==> config.mk <==
export PLATFORM = sky130hd
export DESIGN_NAME = unibus_master
export DESIGN_NICKNAME = d
export VERILOG_FILES = /design/src/rtl/unibus_master.sv
export SDC_FILE = /design/constraint.sdc
export NUM_CORES = 1
export LEC_CHECK = 0
export CORE_MARGIN = 1
export CORE_UTILIZATION = 50
export CTS_CLUSTER_SIZE = 12
export DETAILED_ROUTE_END_ITERATION = 8
export PLACE_DENSITY = 0.83
export SYNTH_ARGS = -nofsm -noshare
export SYNTH_HDL_FRONTEND = slang
export SYNTH_SLANG_ARGS = --single-unit
export TNS_END_PERCENT = 10
==> constraint.sdc <==
create_clock -name clk -period 3.4 [get_ports clk]
set_clock_uncertainty 0.2 [all_clocks]
set_input_delay 0.68 -clock clk [delete_from_list [all_inputs] [get_ports clk]]
set_output_delay 0.68 -clock clk [all_outputs]
set_load 0.01 [all_outputs]
==> src/rtl/unibus_master.sv <==
// Unibus bus-master engine: runs one DATI/DATO/DATOB cycle per accepted request,
// sequencing deskew, MSYN/SSYN handshake, takedown and hold, with SSYN timeout.
module unibus_master #(
    parameter int DESKEW  = 4,
    parameter int HOLD    = 2,
    parameter int TIMEOUT = 1024
) (
    input  logic        clk,
    input  logic        reset,
    input  logic        req,
    input  logic        we,
    input  logic        byte_op,
    input  logic [17:0] addr,
    input  logic [15:0] wdata,
    output logic        busy,
    output logic        ack,
    output logic        err,
    output logic [15:0] rdata,
    output logic [17:0] bus_addr_out,
    output logic [1:0]  bus_c_out,
    output logic [15:0] bus_d_out,
    output logic        bus_msyn_out,
    input  logic        bus_ssyn,
    input  logic [15:0] bus_d
);

    localparam int CNT_MAX = (DESKEW > HOLD) ? DESKEW : HOLD;
    localparam int CW      = $clog2(CNT_MAX + 1) + 1;
    localparam int TW      = $clog2(TIMEOUT) + 1;
    localparam logic [CW-1:0] DESKEW_C    = CW'(DESKEW);
    localparam logic [CW-1:0] HOLD_LAST_C = CW'(HOLD - 1);
    localparam logic [TW-1:0] TMAX_C      = TW'(TIMEOUT - 1);

    typedef enum logic [2:0] {
        ST_IDLE     = 3'd0,
        ST_SETUP    = 3'd1,
        ST_MSYN     = 3'd2,
        ST_TAKEDOWN = 3'd3,
        ST_HOLD     = 3'd4
    } state_t;

    // C1,C0 bus encoding of the transfer type
    function automatic logic [1:0] ctl_code(input logic w, input logic b);
        if (w) begin
            ctl_code = {1'b1, b};
        end else begin
            ctl_code = 2'b00;
        end
    endfunction

    state_t        state_r, state_s;
    logic [CW-1:0] cnt_r, cnt_s;
    logic [TW-1:0] tmr_r, tmr_s;
    logic          we_r, we_s;
    logic          byte_r, byte_s;
    logic [17:0]   addr_r, addr_s;
    logic [15:0]   wdata_r, wdata_s;
    logic          err_acc_r, err_acc_s;
    logic          busy_r, busy_s;
    logic          ack_r, ack_s;
    logic          err_r, err_s;
    logic [15:0]   rdata_r, rdata_s;
    logic [17:0]   baddr_r, baddr_s;
    logic [1:0]    bc_r, bc_s;
    logic [15:0]   bd_r, bd_s;
    logic          msyn_r, msyn_s;

    // Next-state and next-output computation for the whole cycle sequencer
    always_comb begin
        state_s   = state_r;
        cnt_s     = cnt_r;
        tmr_s     = tmr_r;
        we_s      = we_r;
        byte_s    = byte_r;
        addr_s    = addr_r;
        wdata_s   = wdata_r;
        err_acc_s = err_acc_r;
        busy_s    = busy_r;
        ack_s     = 1'b0;
        err_s     = 1'b0;
        rdata_s   = rdata_r;
        baddr_s   = baddr_r;
        bc_s      = bc_r;
        bd_s      = bd_r;
        msyn_s    = msyn_r;
        case (state_r)
            ST_IDLE: begin
                if (req) begin
                    we_s    = we;
                    byte_s  = byte_op;
                    addr_s  = addr;
                    wdata_s = wdata;
                    busy_s  = 1'b1;
                    cnt_s   = '0;
                    state_s = ST_SETUP;
                end else begin
                    busy_s  = 1'b0;
                end
            end
            ST_SETUP: begin
                baddr_s = addr_r;
                bc_s    = ctl_code(we_r, byte_r);
                bd_s    = we_r ? wdata_r : 16'd0;
                // A stuck SSYN from the previous responder stalls here without timeout
                if ((cnt_r >= DESKEW_C) && !bus_ssyn) begin
                    msyn_s  = 1'b1;
                    tmr_s   = '0;
                    state_s = ST_MSYN;
                end else if (cnt_r < DESKEW_C) begin
                    cnt_s   = cnt_r + 1'b1;
                end else begin
                    cnt_s   = cnt_r;
                end
            end
            ST_MSYN: begin
                if (bus_ssyn) begin
                    if (!we_r) begin
                        rdata_s = bus_d;
                    end else begin
                        rdata_s = rdata_r;
                    end
                    err_acc_s = 1'b0;
                    msyn_s    = 1'b0;
                    tmr_s     = '0;
                    state_s   = ST_TAKEDOWN;
                end else if (tmr_r >= TMAX_C) begin
                    err_acc_s = 1'b1;
                    msyn_s    = 1'b0;
                    tmr_s     = '0;
                    state_s   = ST_TAKEDOWN;
                end else begin
                    tmr_s     = tmr_r + 1'b1;
                end
            end
            ST_TAKEDOWN: begin
                if (!bus_ssyn) begin
                    cnt_s   = '0;
                    state_s = ST_HOLD;
                end else if (tmr_r >= TMAX_C) begin
                    err_acc_s = 1'b1;
                    cnt_s     = '0;
                    state_s   = ST_HOLD;
                end else begin
                    tmr_s   = tmr_r + 1'b1;
                end
            end
            ST_HOLD: begin
                if (cnt_r >= HOLD_LAST_C) begin
                    baddr_s = 18'd0;
                    bc_s    = 2'b00;
                    bd_s    = 16'd0;
                    ack_s   = 1'b1;
                    err_s   = err_acc_r;
                    busy_s  = 1'b0;
                    state_s = ST_IDLE;
                end else begin
                    cnt_s   = cnt_r + 1'b1;
                end
            end
            default: begin
                baddr_s = 18'd0;
                bc_s    = 2'b00;
                bd_s    = 16'd0;
                msyn_s  = 1'b0;
                busy_s  = 1'b0;
                state_s = ST_IDLE;
            end
        endcase
    end

    // State and registered-output update; reset releases the bus asynchronously
    always_ff @(posedge clk or negedge reset) begin
        if (!reset) begin
            state_r   <= ST_IDLE;
            cnt_r     <= '0;
            tmr_r     <= '0;
            we_r      <= 1'b0;
            byte_r    <= 1'b0;
            addr_r    <= 18'd0;
            wdata_r   <= 16'd0;
            err_acc_r <= 1'b0;
            busy_r    <= 1'b0;
            ack_r     <= 1'b0;
            err_r     <= 1'b0;
            rdata_r   <= 16'd0;
            baddr_r   <= 18'd0;
            bc_r      <= 2'b00;
            bd_r      <= 16'd0;
            msyn_r    <= 1'b0;
        end else begin
            state_r   <= state_s;
            cnt_r     <= cnt_s;
            tmr_r     <= tmr_s;
            we_r      <= we_s;
            byte_r    <= byte_s;
            addr_r    <= addr_s;
            wdata_r   <= wdata_s;
            err_acc_r <= err_acc_s;
            busy_r    <= busy_s;
            ack_r     <= ack_s;
            err_r     <= err_s;
            rdata_r   <= rdata_s;
            baddr_r   <= baddr_s;
            bc_r      <= bc_s;
            bd_r      <= bd_s;
            msyn_r    <= msyn_s;
        end
    end

    assign busy         = busy_r;
    assign ack          = ack_r;
    assign err          = err_r;
    assign rdata        = rdata_r;
    assign bus_addr_out = baddr_r;
    assign bus_c_out    = bc_r;
    assign bus_d_out    = bd_r;
    assign bus_msyn_out = msyn_r;

endmodule
==> flow_metrics.tcl <==
set metrics [dict create \
    gp_congestion 0.826 \
    drtPass1Iterations 4 \
    grt_max_degree 64 \
    vias_per_cell 5.66 \
    synth_warnings 0 \
    slew_viol_final 0 \
    syn-instance-count 325 \
    drt_iter0_markers 168 \
    io-pin-count 112 \
    io_buffers 111 \
    drcViolationCount 0 \
    fin_tns_setup_ps 0 \
    dp_hpwl_mm 6.51 \
    p_leak_nw 2.58 \
    status "finished, final reports clean" \
    cp_max_fo 11 \
    worstSetupPathType "in -> reg" \
    ys_seq_area_share_pct 61.5 \
    met2_length_mm 4.66 \
    worst_slew_pin_slew_ps 735 \
    n_antenna_cell 0 \
    required_ps 3480 \
    syn_area_per_cell_um2 13.9 \
    grt_first_pass_wirelength_mm 16.1 \
    drt-met1-wl_mm 4.01 \
    die-area_um2 9410 \
    ys.flop_type "dfrtp_1" \
    clock-sinks 111 \
    synthesis.nets 385 \
    antenna_found_initial 0 \
    setup_violations 0 \
    post_cts_buffers 0 \
    postSynth.asyncResetShare_pct 100 \
    layout_setup_ws_ps 841 \
    clock-root-buffer "clkbuf_8" \
    drive_gt1_share_pct 18.3 \
    area_growth_pct 31.0 \
    clockBufferDepth 2 \
    place_ws_ps 559 \
    cts-resized-gates 0 \
    cts_buffers 9 \
    synth-seq-cells 111 \
    initial_utilization_pct 51.8 \
    num_rows 34 \
    cellPowerDensity_nw_per_um2 873 \
    ys_types 57 \
    overflow 0 \
    fin_crit_sh_pct 75.3 \
    irDropWorstVdd_mv 0.534 \
    rsz0062_at_grt "no" \
    clk_latency_ps 350 \
    fmax_ghz 0.391 \
    period_needed_ps 2560 \
    clkTransAtPathRegs_ps 100 \
    synth_edf_count 0 \
    hp-class "in -> async" \
    grt_pass1_vias 3296 \
    routed_wl_mm 9.43 \
    tritoncts "done" \
    arrival_ps 2640 \
    wire_per_inst_um 17.2 \
    htree_num_levels 3 \
    maxCapViolations 0 \
    dieHeight_um 97.0 \
    nets 499 \
    routed.top_layer "met4" \
    ant_nets 0 \
    relSlewSlack_pct 51.0 \
    cp-end-kind "flip-flop" \
    num_vias 3112 \
    core_area_um2 8720 \
    track_usage_pct 21.3 \
    ctsHoldBuffers 0 \
    start_kind "input pin" \
    syn_area_um2 4520 \
    die_x_um 97.0 \
    wl_met3_um 693 \
    finalHoldViolations 0 \
]
-- cell usage in the layout, fill, tap and decap left out, drive strengths merged, types with 4 or more instances in the layout --
master         instances
a21oi                 11
a22o                  36
buf                    8
clkbuf                 9
clkdlybuf4s50        110
dfrtp                111
ha                     4
inv                   10
mux2                  52
nand2                  7
nand3                  6
nand4                  4
nor2                   8
o21ai                 10
-- routing by layer --
metal / GRT usage (%) / vias to the layer above
met1: 27.1 / 1573
li1: - / 1426
met5: 0 / -
met4: 6.08 / 0
met2: 34.7 / 109
met3: 7.30 / 4
-- flip-flops by register name (all words and copies together) (netlist names), 2 cells and up --
name	count
addr_r	18
bus_addr_out	18
bus_c_out	2
bus_d_out	16
cnt_r	4
rdata	16
state_r	3
tmr_r	11
wdata_r	16
-- report_power, final --
group | switching, W | internal, W
clock network | 0.000424 | 0.000261
registers | 0.000367 | 0.00188
logic | 0.000975 | 0.00125
-- cells in the mapped netlist (2+ instances only) --
master      n  area [um2]
nand2b_1    2        12.5
ha_1        4        50.1
buf_6       3        33.8
o31ai_1     3        22.5
a22o_1     36         315
buf_4       2        15.0
a32o_1      2        20.0
o21a_1      2        15.0
a21oi_1    10        50.1
nor4_1      2        12.5
nand4_1     3        18.8
o211ai_1    3        22.5
or3_1       3        18.8
buf_2       7        35.0
or4_1       3        22.5
mux2_2     44         495
inv_1       8        30.0
clkbuf_1    3        11.3
o21ai_0     3        15.0
dfrtp_1   111        2780
mux2_1      8        90.1
nand2_1     7        26.3
nor2b_1     3        18.8
a21o_1      2        15.0
o21ai_1     6        30.0
nand3_1     6        30.0
and2_1      2        12.5
nor2_1      8        30.0
-- worst paths after layout --
check                                         start                       end  slack [ps]  cells after the start
setup / recovery                           bus_ssyn      tmr_r[5]$_DFFE_PN0P_         840                      7
hold / removal                                reset  bus_msyn_out$_DFFE_PN0P_         130                      1
setup reg to reg             state_r[0]$_DFFE_PN0P_      tmr_r[5]$_DFFE_PN0P_         990                      6
hold reg to reg            bus_c_out[1]$_DFFE_PN0P_  bus_c_out[1]$_DFFE_PN0P_         290                      1
max in group asynchronous                     reset    state_r[1]$_DFFE_PN0P_        2110                      2
min in group clk           bus_c_out[1]$_DFFE_PN0P_  bus_c_out[1]$_DFFE_PN0P_         290                      1
-- logic make-up (layout without fill, tap and decap cells) --
group / count (synthesis) / in the layout / synth area share [%]
buf+inv: 25 / 142 / 2.94
compound gates: 79 / 79 / 13.7
simple gates: 52 / 52 / 7.32
xor+xnor: 1 / 1 / 0.194
fa+ha+maj: 4 / 4 / 1.11
flops: 111 / 111 / 61.5
mux: 53 / 53 / 13.2
-- critical path: stages --
cell and delay (ps):
clkdlybuf4s50_1 520, o21ba_2 330, a21o_1 170, a2bb2oi_2 130
buf_4 190, or4_1 450, a21oi_1 170
-- final cells by class --
type,instances,area [um2]
Clock buffer,9,124
Clock inverter,5,36.3
Fill cell,627,2810
Inverter,10,37.5
Multi-Input combinational cell,189,1620
Sequential cell,111,2780
Tap cell,108,135
Timing Repair Buffer,118,1190
-- per-stage QoR --
step           total power, W  std cells  utilization [%]  hold WS, ps  instance area, um2
2_1_floorplan         0.00353        325                -          184                4520
3_3_place_gp          0.00441        536             66.0          265                5760
3_5_place_dp          0.00452        536             66.0          270                5760
4_1_cts               0.00521        550             67.8          145                5920
5_1_grt               0.00549        550             67.8          170                5920
6_report              0.00516        550             67.8          131                5920
No activity file was read; power rests on OpenSTA's default activity.
